<file path="src/rtl/robot_pkg.sv">
// rtl/robot_pkg.sv - shared state and direction naming for the robot navigation and drive stages
package robot_pkg;

    typedef enum logic [1:0] {IDLE, FORWARD, BRAKE, TURN} state_t;

    localparam logic DIR_FWD = 1'b0;
    localparam logic DIR_REV = 1'b1;

    // Rotate outranks forward; no command means stop.
    function automatic state_t cmd_target(input logic fs, input logic rs);
        if (rs)
            return TURN;
        else if (fs)
            return FORWARD;
        return IDLE;
    endfunction

endpackage

</file>
<file path="src/rtl/motor_driver_if.sv">
// rtl/motor_driver_if.sv - command inputs and H-bridge outputs of the motor driver
interface motor_driver_if;
    logic front;
    logic rotate;
    logic pwm_l;
    logic pwm_r;
    logic dir_l;
    logic dir_r;
    logic busy;
    logic turn_done;

    modport master (
        output front, rotate,
        input  pwm_l, pwm_r, dir_l, dir_r, busy, turn_done
    );

    modport slave (
        input  front, rotate,
        output pwm_l, pwm_r, dir_l, dir_r, busy, turn_done
    );
endinterface

</file>
<file path="src/rtl/pwm_gen.sv">
// rtl/pwm_gen.sv - restartable PWM generator with registered output and end-of-period strobe
module pwm_gen #(
    parameter int PWM_PERIOD = 100
) (
    input  logic                              clk,
    input  logic                              rst_n,
    input  logic                              restart,
    input  logic [$clog2(PWM_PERIOD+1)-1:0]   duty,
    output logic                              pwm,
    output logic                              period_end
);

    localparam int CW = $clog2(PWM_PERIOD);
    localparam int DW = $clog2(PWM_PERIOD + 1);

    logic [CW-1:0] cnt;
    logic [CW-1:0] cnt_inc;

    always_comb begin
        cnt_inc = (cnt == CW'(PWM_PERIOD - 1)) ? '0 : cnt + CW'(1);
    end

    // cnt always holds the phase that pwm is currently showing.
    always_ff @(posedge clk or negedge rst_n) begin
        if (!rst_n) begin
            cnt <= '0;
            pwm <= 1'b0;
        end else if (restart) begin
            cnt <= '0;
            pwm <= (duty != '0);
        end else begin
            cnt <= cnt_inc;
            pwm <= (DW'(cnt_inc) < duty);
        end
    end

    assign period_end = (cnt == CW'(PWM_PERIOD - 1));

endmodule

</file>
<file path="src/rtl/motor_driver.sv">
// rtl/motor_driver.sv - turns front/rotate commands into wheel PWM and direction with braking dead time
module motor_driver
    import robot_pkg::*;
#(
    parameter int PWM_PERIOD   = 100,
    parameter int DUTY_FWD     = 75,
    parameter int DUTY_TURN    = 50,
    parameter int TURN_PERIODS = 20,
    parameter int DEAD_TICKS   = 8
) (
    input logic            clk,
    input logic            rst_n,
    motor_driver_if.slave  bus
);

    localparam int DW = $clog2(PWM_PERIOD + 1);
    localparam int TW = $clog2(TURN_PERIODS + 1);
    localparam int KW = $clog2(DEAD_TICKS + 1);

    logic          front_q1, rotate_q1, fs, rs;
    state_t        state, state_d;
    logic [TW-1:0] turn_cnt;
    logic [KW-1:0] dead_cnt;
    logic          dir_l_q, dir_r_q, dir_l_d, dir_r_d;
    logic          busy_q, turn_done_q;
    logic          step_done, dead_done, restart;
    logic [DW-1:0] duty_d;
    logic          pwm, period_end;

    always_comb begin
        state_d   = state;
        dir_l_d   = dir_l_q;
        dir_r_d   = dir_r_q;
        step_done = (state == TURN) && period_end && (turn_cnt == TW'(TURN_PERIODS - 1));
        dead_done = (state == BRAKE) && (dead_cnt == KW'(DEAD_TICKS - 1));
        case (state)
            IDLE: begin
                if (rs)
                    state_d = BRAKE;
                else if (fs)
                    state_d = FORWARD;
            end
            FORWARD: begin
                if (rs)
                    state_d = BRAKE;
                else if (!fs)
                    state_d = IDLE;
            end
            BRAKE: begin
                // Target is sampled only now, so a dropped command lands in IDLE.
                if (dead_done) begin
                    state_d = cmd_target(fs, rs);
                    dir_l_d = DIR_FWD;
                    dir_r_d = (state_d == TURN) ? DIR_REV : DIR_FWD;
                end
            end
            TURN: begin
                if (step_done)
                    state_d = rs ? TURN : BRAKE;
            end
            default: state_d = IDLE;
        endcase
        restart = (state_d != state) || step_done;
        case (state_d)
            FORWARD: duty_d = DW'(DUTY_FWD);
            TURN:    duty_d = DW'(DUTY_TURN);
            default: duty_d = '0;
        endcase
    end

    always_ff @(posedge clk or negedge rst_n) begin
        if (!rst_n) begin
            front_q1    <= 1'b0;
            rotate_q1   <= 1'b0;
            fs          <= 1'b0;
            rs          <= 1'b0;
            state       <= IDLE;
            turn_cnt    <= '0;
            dead_cnt    <= '0;
            dir_l_q     <= 1'b0;
            dir_r_q     <= 1'b0;
            busy_q      <= 1'b0;
            turn_done_q <= 1'b0;
        end else begin
            front_q1    <= bus.front;
            rotate_q1   <= bus.rotate;
            fs          <= front_q1;
            rs          <= rotate_q1;
            state       <= state_d;
            dir_l_q     <= dir_l_d;
            dir_r_q     <= dir_r_d;
            busy_q      <= (state_d == BRAKE) || (state_d == TURN);
            turn_done_q <= step_done;
            if (state_d != state)
                dead_cnt <= '0;
            else if (state == BRAKE)
                dead_cnt <= dead_cnt + KW'(1);
            if (restart)
                turn_cnt <= '0;
            else if ((state == TURN) && period_end)
                turn_cnt <= turn_cnt + TW'(1);
        end
    end

    // Both wheels always share one duty, so a single generator feeds both.
    pwm_gen #(.PWM_PERIOD(PWM_PERIOD)) u_pwm (
        .clk        (clk),
        .rst_n      (rst_n),
        .restart    (restart),
        .duty       (duty_d),
        .pwm        (pwm),
        .period_end (period_end)
    );

    assign bus.pwm_l     = pwm;
    assign bus.pwm_r     = pwm;
    assign bus.dir_l     = dir_l_q;
    assign bus.dir_r     = dir_r_q;
    assign bus.busy      = busy_q;
    assign bus.turn_done = turn_done_q;

endmodule

</file>
<file path="src/flat_wrapper.sv">
// flat-port wrapper written by rule: the top's interface ports become plain ports
module motor_driver_flat import robot_pkg::*;
#(
    parameter int PWM_PERIOD   = 100,
    parameter int DUTY_FWD     = 75,
    parameter int DUTY_TURN    = 50,
    parameter int TURN_PERIODS = 20,
    parameter int DEAD_TICKS   = 8
)
  (clk, rst_n, bus_front, bus_rotate, bus_pwm_l, bus_pwm_r, bus_dir_l, bus_dir_r, bus_busy, bus_turn_done);
  motor_driver_if bus_i ();
  input logic clk;
  input logic rst_n;
  input wire logic [$bits(bus_i.front)-1:0] bus_front;
  input wire logic [$bits(bus_i.rotate)-1:0] bus_rotate;
  output wire logic [$bits(bus_i.pwm_l)-1:0] bus_pwm_l;
  output wire logic [$bits(bus_i.pwm_r)-1:0] bus_pwm_r;
  output wire logic [$bits(bus_i.dir_l)-1:0] bus_dir_l;
  output wire logic [$bits(bus_i.dir_r)-1:0] bus_dir_r;
  output wire logic [$bits(bus_i.busy)-1:0] bus_busy;
  output wire logic [$bits(bus_i.turn_done)-1:0] bus_turn_done;
  assign bus_i.front = bus_front;
  assign bus_i.rotate = bus_rotate;
  assign bus_pwm_l = bus_i.pwm_l;
  assign bus_pwm_r = bus_i.pwm_r;
  assign bus_dir_l = bus_i.dir_l;
  assign bus_dir_r = bus_i.dir_r;
  assign bus_busy = bus_i.busy;
  assign bus_turn_done = bus_i.turn_done;
  motor_driver #(.PWM_PERIOD(PWM_PERIOD), .DUTY_FWD(DUTY_FWD), .DUTY_TURN(DUTY_TURN), .TURN_PERIODS(TURN_PERIODS), .DEAD_TICKS(DEAD_TICKS)) u_core (.clk(clk), .rst_n(rst_n), .bus(bus_i));
endmodule
</file>
<file path="config.mk">
export PLATFORM = sky130hd
export DESIGN_NAME = motor_driver_flat
export DESIGN_NICKNAME = d
export VERILOG_FILES = /design/src/rtl/robot_pkg.sv /design/src/rtl/motor_driver_if.sv /design/src/rtl/pwm_gen.sv /design/src/rtl/motor_driver.sv /design/src/flat_wrapper.sv
export SDC_FILE = /design/constraint.sdc
export NUM_CORES = 1
export LEC_CHECK = 0
export CAP_MARGIN = 10
export CORE_MARGIN = 2
export CORE_UTILIZATION = 35
export CTS_BUF_LIST = sky130_fd_sc_hd__clkbuf_4 sky130_fd_sc_hd__clkbuf_8
export CTS_CLUSTER_DIAMETER = 120
export DETAILED_ROUTE_END_ITERATION = 10
export PLACE_DENSITY = 0.54
export SETUP_SLACK_MARGIN = 0.3
export SLEW_MARGIN = 30
export SYNTH_ARGS = -nofsm -noshare
export SYNTH_HDL_FRONTEND = slang
export SYNTH_SLANG_ARGS = --single-unit
</file>
<file path="constraint.sdc">
create_clock -name clk -period 4.06 [get_ports clk]
set_input_delay 0.812 -clock clk [delete_from_list [all_inputs] [get_ports clk]]
set_output_delay 0.812 -clock clk [all_outputs]
set_load 0.05 [all_outputs]
</file>
==> metrics.md, run 1 <==
| Metric | Value |
|---|---|
| Post CTS Setup Buffer Count | `0` |
| GPL Wtd Cong | `0.817` |
| Global-route wire length before repair | `4.92 mm` |
| Die Ht | `69.3 um` |
| ANT nets after route | `0` |
| VDD IR max | `194 uV` |
| R2R Path Start | `u_core.u_pwm.cnt[0]` |
| Initial Util | `0.367` |
| Final cycle utilization of the critical path | `0.712` |
| Final net count | `between 150 and 200` |
| Placed insts | `195` |
| Worst setup SP type | `flop` |
| LEAKAGE | `0.742 nW` |
| TritonCTS clock tree | `done` |
| CP dominant cell by count | `ha_1` |
| Clock transition at path regs | `0.09 ns` |
| Post-synth ARST share | `1.00` |
| Hold Crit Depth | `0` |
| Min cycle time layout | `2.89 ns` |
| Hold path start | `u_core.front_q1` |
| I/O Pins | `10` |
| FMAX | `346 MHz` |
| Num rows | `23` |
| RSZ-0062 raised after global routing | `no` |
| IO Port Bufs | `8` |
| Max-cap violations | `0` |
| Post-synth top area share | `0.437` |
| Die extent in x | `69.3 um` |
| Synth Flop Type | `dfrtp_1` |
| Clk root buf | `clkbuf_8` |
| Compound-Gate Fraction of Synth Area | `0.144` |
| Crit-path cells | `ha_1 -> and4bb_1 -> and4b_2 -> o22a_1 -> inv_1 -> nand2b_1 -> ha_1 -> a211oi_1 -> o21bai_1 -> a2111o_1 -> a22oi_2` |
| Die area | `4800 um^2` |
| Post-Layout Cell Count | `between 150 and 200` |
| YS warnings | `0` |
| Synth top area cells | `dfrtp_1, ha_1, nand3_1` |
| DP Area | `1580 um^2` |
| Cell Area, Synth | `1490 um^2` |
| Crit Path Category | `flop to flop` |
| Synth Area in XOR/XNOR | `0.0411` |
| Largest family of logic cells by synthesized area | `simple AND/OR/NAND/NOR gates` |
| Total negative slack | `0 ns` |
| WP data arrival | `a little over 3 ns` |
| Critical R2R Capture | `u_core.u_pwm.pwm` |
| Vias in the first global route | `~1.0k` |
| CTS H-Tree Depth | `1` |
| Pwr Density | `about 680 nW/um^2` |
| Max-slew violation count | `0` |
| Rel. slew slack | `0.593` |
| DR WL/cell | `around 14 um` |
| TritonCTS Buffers | `3` |
| Syn_nets | `157` |
| Post-route setup slack | `1.17 ns` |
| Share of cells above drive strength 1 | `0.101` |
| Simple-gate share of the synthesized area | `0.217` |
| Crit end category | `flop` |
| Worst-Skew Late Latency | `0.27 ns` |
| Clock sink count | `26` |
| Area growth syn-to-layout | `9.91%` |
| Clock Skews | `approximately 0.0078 ns` |
| Worst min path class | `flop to flop` |
| Ant. Diodes | `0` |
| DRT iter0 DRCs | `between 80 and 90` |
| First-pass iteration count of the detailed router | `4` |
| Largest net degree at the start of global routing | `27` |
| Final Hold Vio Count | `0` |
| Mux cell area share after synthesis | `0.0344` |
| Seq/Total Area, Yosys | `0.437` |
| Total grt overflow | `0` |
| Hold endpoint | `u_core.fs` |
| Pre-CTS setup slack | `1.22 ns` |
| Adder-Cell Fraction of Synth Area | `0.0672` |
| CP peak stage delay | `0.44 ns` |
| Final setup fails | `0` |
| Post-synth EDFFs | `0` |
| HPWL after DPL | `~2.0 mm` |
| Cells after synthesis | `145` |
| Syn_area_per_cell | `10.3 um^2` |
| Total number of vias | `1,083` |
| Leading area contributor after synthesis | `dfrtp_1` |
| CORE AREA | `between 4000 and 5000 um^2` |
| Antenna violations before repair | `0` |
| Final Routed Wirelength | `2.78 mm` |
| Clock buffer depth | `2` |
| CP required | `4.25 ns` |
| Worst slew pin tran | `0.610 ns` |
| DRC | `0` |
| CP max FO | `10` |
| Post-DR vias/cell | `5.44` |
| Worst R2R Setup Slack | `around 1.2 ns` |
| Worst reg-to-reg path cell count | `11` |
| CP max-delay cell | `dfrtp_1` |
| FF+latch count, synth | `26` |
| Design area | `1640 um^2` |
| Status | `complete, no violations` |
| Post_cts resized | `0` |
| GRT Total Usage | `0.126` |
| Distinct cell type count after synthesis | `48` |
| Post-CTS Hold Buffers | `0` |
## flip-flops by register name, summed over array words and instances (netlist names)
name and count:
u_core.rotate_q1 1, u_core.turn_cnt 5, u_core.front_q1 1, u_core.bus.dir_r 1, u_core.u_pwm.pwm 1, u_core.u_pwm.cnt 7, u_core.dead_cnt 4, u_core.state 2
u_core.rs 1, u_core.bus.turn_done 1, u_core.fs 1, u_core.bus.busy 1
## critical path, delay by kind of cell (launching register included)
| kind | cells | cell delay, ns |
|---|---|---|
| fa+ha+maj | 2 | 0.46 |
| flops | 1 | 0.44 |
| buf+inv | 1 | 0.08 |
| compound gates | 5 | 1.19 |
| simple gates | 3 | 0.65 |
## cell type report
cell class / count / area [um^2]
inverters: 7 / 26.3
fillers: 389 / 2420
well taps: 50 / 62.6
multi-input cells: 103 / 756
clock buffers: 4 / 55.1
repair buffers: 9 / 87.6
flip-flops and latches: 26 / 651
## cell usage in the layout (no fill, tap or decap), types with 5 or more instances in the layout
cell | Yosys | final
clkdlybuf4s50_1 | 0 | 8
o21ai_0 | 5 | 5
ha_1 | 8 | 8
a21oi_1 | 6 | 6
dfrtp_1 | 26 | 26
xnor2_1 | 5 | 5
nand3_1 | 11 | 11
inv_1 | 7 | 7
nand2_1 | 7 | 7
## cell usage after synthesis, types with 3 or more instances
| library cell | number |
|---|---|
| o21bai_1 | 3 |
| nand4_1 | 4 |
| dfrtp_1 | 26 |
| nor2_1 | 4 |
| mux2i_1 | 4 |
| nand2b_1 | 4 |
| nor3_1 | 3 |
| inv_1 | 7 |
| and3_1 | 4 |
| xnor2_1 | 5 |
| ha_1 | 8 |
| buf_4 | 3 |
| o21ai_0 | 5 |
| nand2_1 | 7 |
| nand4b_1 | 3 |
| nand3_1 | 11 |
| buf_2 | 4 |
| a21oi_1 | 6 |
## layer usage
metal	wire (um)	GRT usage	vias up
met3	112	0.0407	2
met2	1280	0.191	21
met1	1360	0.172	531
li1	-	-	529
met5	0	0	-
met4	21	0.0392	0
## where the power goes
group	total, mW	switching [mW]	internal (mW)
combinational	0.547	0.294	0.253
sequential	0.406	0.0767	0.329
clock	0.164	0.0773	0.0866
total	1.12	0.448	0.668
## cell families (layout without fill, tap and decap cells)
family,count (synthesis),count (layout)
AOI/OAI and AO/OA,29,29
buffers and inverters,16,20
xor gates and xnor gates,7,7
muxes,5,5
and+or+nand+nor,53,53
adders and majority gates,8,8
other,1,1
DFF,26,26
## per-stage QoR
step                      total power [mW]  hold slack [ns]   util
after global placement               0.941            0.332  0.390
after global routing                  1.22            0.376  0.404
after detailed placement             0.955            0.340  0.390
after CTS                             1.12            0.363  0.404
final                                 1.12            0.361  0.404
after floorplan                      0.842            0.331      -
## worst max path at each step
stage                              from                to  slack, ns  cells past startpoint
floorplan           u_core.u_pwm.cnt[0]  u_core.u_pwm.pwm       1.39                     12
global placement    u_core.u_pwm.cnt[0]  u_core.u_pwm.pwm       1.30                     11
detailed placement  u_core.u_pwm.cnt[0]  u_core.u_pwm.pwm       1.22                     11
CTS                 u_core.u_pwm.cnt[0]  u_core.u_pwm.pwm       1.19                     11
global route        u_core.u_pwm.cnt[0]  u_core.u_pwm.pwm       0.99                     11
finish              u_core.u_pwm.cnt[0]  u_core.u_pwm.pwm       1.17                     11
No activity file was read; power rests on OpenSTA's default activity.
==> inputs of run 2 (changes only) <==
Settings changed: PLACE_DENSITY 0.54 to 0.56.
Clock period 4.06 ns to 2.3 ns, I/O delays scaled along.
==> metrics.md, run 2 (synthesis gave the netlist of run 1 again) <==
| Metric | Value |
|---|---|
| Ant. Diodes | `0 (unchanged)` |
| Die area | `4800 um^2 (unchanged)` |
| Total grt overflow | `0 (unchanged)` |
| FMAX | `395 MHz (+14%)` |
| GRT Total Usage | `0.142 (+0.0158)` |
| Largest net degree at the start of global routing | `27 (unchanged)` |
| Crit Path Category | `flop to flop` |
| Final Routed Wirelength | `3.16 mm (+14%)` |
| Top sig layer | `met4` |
| Max-cap violations | `0 (unchanged)` |
| Area growth syn-to-layout | `28.9%` |
| VDD IR max | `464 uV (+140%)` |
| Die extent in x | `69.3 um (unchanged)` |
| I/O Pins | `10 (unchanged)` |
| Most flop-heavy register | `u_core.u_pwm.cnt` |
| Placed insts | `223 (+14%)` |
| Crit path buffers/inverters | `1 (unchanged)` |
| Crit end category | `flop` |
| Final cycle utilization of the critical path | `1.10 (+0.389)` |
| Vias in the first global route | `1,203 (+15%)` |
| RSZ-0062 raised after global routing | `yes` |
| Final net count | `193 (+19%)` |
| Violations in the final reports | `setup timing` |
| Rel. slew slack | `0.667 (+0.0742)` |
| Clock sink count | `26 (unchanged)` |
| Post-Layout Cell Count | `230 (+16%)` |
| Final setup fails | `1 (+1)` |
| Max-slew violation count | `0 (unchanged)` |
| Crit-path cells | `ha_2 -> and4bb_2 -> and4b_2 -> o22a_1 -> inv_2 -> nand2b_4 -> ha_4 -> a211oi_2 -> o21bai_1 -> a2111o_1 -> a22oi_2` |
| Core Util, Final | `0.473 (+0.0697)` |
| Antenna violations before repair | `0 (unchanged)` |
| Clock Skews | `0.00779 ns (-0.0000362 ns)` |
| Min cycle time layout | `2.53 ns (-0.359 ns)` |
| Clk root buf | `clkbuf_8` |
| Regs by FF count | `u_core.u_pwm.cnt x7, u_core.turn_cnt x5, u_core.dead_cnt x4` |
| Worst-Skew Late Latency | `0.27 ns (about the same)` |
| Most common cell after layout, fill and taps aside | `buf_4` |
| Final total power | `2.23 mW (+100%)` |
| Worst setup SP type | `flop` |
| Die Ht | `69.3 um (unchanged)` |
| WP data arrival | `2.73 ns (-0.35 ns)` |
| CP top delay family | `compound AO/OA/AOI/OAI gates` |
| TritonCTS Buffers | `3 (unchanged)` |
| Total number of vias | `1,189 (+9.8%)` |
| DR WL/cell | `13.7 um (-1.5%)` |
| HPWL after DPL | `2.36 mm (+17%)` |
| Status | `finished with violations` |
| Post-route setup slack | `-0.231 ns (-1.40 ns)` |
| Share of cells above drive strength 1 | `0.294 (+0.194)` |
| Num rows | `23 (unchanged)` |
| TritonCTS clock tree | `done` |
| Number of flip-flops under the largest register name | `7 (unchanged)` |
| CP required | `2.49 ns (-1.76 ns)` |
| Clock transition at path regs | `0.09 ns (about the same)` |
| DRC | `0 (unchanged)` |
| First-pass iteration count of the detailed router | `4 (unchanged)` |
| Most frequent cells in the layout | `buf_4, dfrtp_1, nand3_1, clkdlybuf4s50_1, nand2_1` |
| ANT nets after route | `0 (unchanged)` |
| GPL Wtd Cong | `0.797 (-2.4%)` |
| IO Port Bufs | `8 (unchanged)` |
| Final Hold Vio Count | `0 (unchanged)` |
| CP peak stage delay | `0.40 ns (-0.04 ns)` |
| Initial Util | `0.367 (unchanged)` |
| CTS H-Tree Depth | `1 (unchanged)` |
| Metal2 WL | `1.50 mm (+17%)` |
| DRT iter0 DRCs | `89 (+7.2%)` |
| Fin Hold WS | `0.342 ns (-0.0189 ns)` |
| DR WL met3 | `87 um (-22%)` |
| Worst min path class | `flop to flop` |
| CP max-delay cell | `dfrtp_1` |
| Clock buffer depth | `2 (unchanged)` |
| CP max FO | `3 (-7)` |
| Pwr Density | `1160 nW/um^2 (+71%)` |
| Wl on met1 | `1.56 mm (+15%)` |
| Worst slew pin tran | `0.497 ns (-0.113 ns)` |
| Post-DR vias/cell | `5.17 (-5.0%)` |
| LEAKAGE | `0.908 nW (+22%)` |
| CORE AREA | `4060 um^2 (unchanged)` |
| Global-route wire length before repair | `5.55 mm (+13%)` |
[run 2: cell types whose count changed in the layout (fill, tap and decap cells not counted), moves of 2 or more]
cell	change
buf_4	+31
ha_1	-4
ha_2	+2
ha_4	+2
o21ai_0	-2
o21ai_1	+2
[run 2: cell type report]
| cell class | instances | area, um^2 |
|---|---|---|
| Tap cell | 50 | 62.6 |
| Clock buffer | 4 | 55.1 |
| Inverter | 7 | 26.3 |
| Fill cell | 380 | 2140 |
| Timing Repair Buffer | 40 | 320 |
| Sequential cell | 26 | 651 |
| Multi-Input combinational cell | 103 | 806 |
[run 2: final timing paths]
path,start,slack (ns),endpoint,cells past startpoint
setup / recovery,u_core.turn_cnt[1],-0.23,u_core.u_pwm.pwm,11
hold / removal,u_core.rotate_q1,0.34,u_core.rs,0
setup reg to reg,u_core.turn_cnt[1],-0.23,u_core.u_pwm.pwm,11
hold reg to reg,u_core.rotate_q1,0.34,u_core.rs,0
max in group asynchronous,rst_n,1.48,u_core.turn_cnt[3],2
min in group asynchronous,rst_n,0.55,u_core.state[1],2
[run 2: timing repair]
item | 4_1_cts | 5_1_grt
buffers inserted | 1 | 2
pin swaps | 1 | 6
gates cloned | 0 | 0
gates resized for setup | 0 | 9
endpoints found under the setup margin | 1 | 5
hold buffers | 0 | 0
[run 2: metal layers]
metal	GRT usage	up-vias
li1	-	592
met1	0.196	579
met2	0.231	16
met3	0.0320	2
met4	0.0261	0
met5	0	-
[run 2: report_power, final]
| part | switching, mW | internal (mW) | total [mW] |
|---|---|---|---|
| clock network | 0.139 | 0.153 | 0.292 |
| registers | 0.0621 | 0.579 | 0.641 |
| logic | 0.666 | 0.633 | 1.30 |
[run 2: per-stage QoR]
step / TNS, ns / area (um^2) / setup WS (ns)
after floorplan: -0.179 / 1500 / -0.179
after global placement: -0.126 / 1800 / -0.126
after detailed placement: -0.255 / 1800 / -0.255
after CTS: -0.268 / 1860 / -0.268
after global routing: -0.317 / 1920 / -0.317
final: -0.231 / 1920 / -0.231
==> inputs of run 3 (changes only) <==
Settings changed: CTS_CLUSTER_DIAMETER 120 to 150.
==> results of run 3 <==
The final DEF is identical to that of run 2; final timing and power are the same.
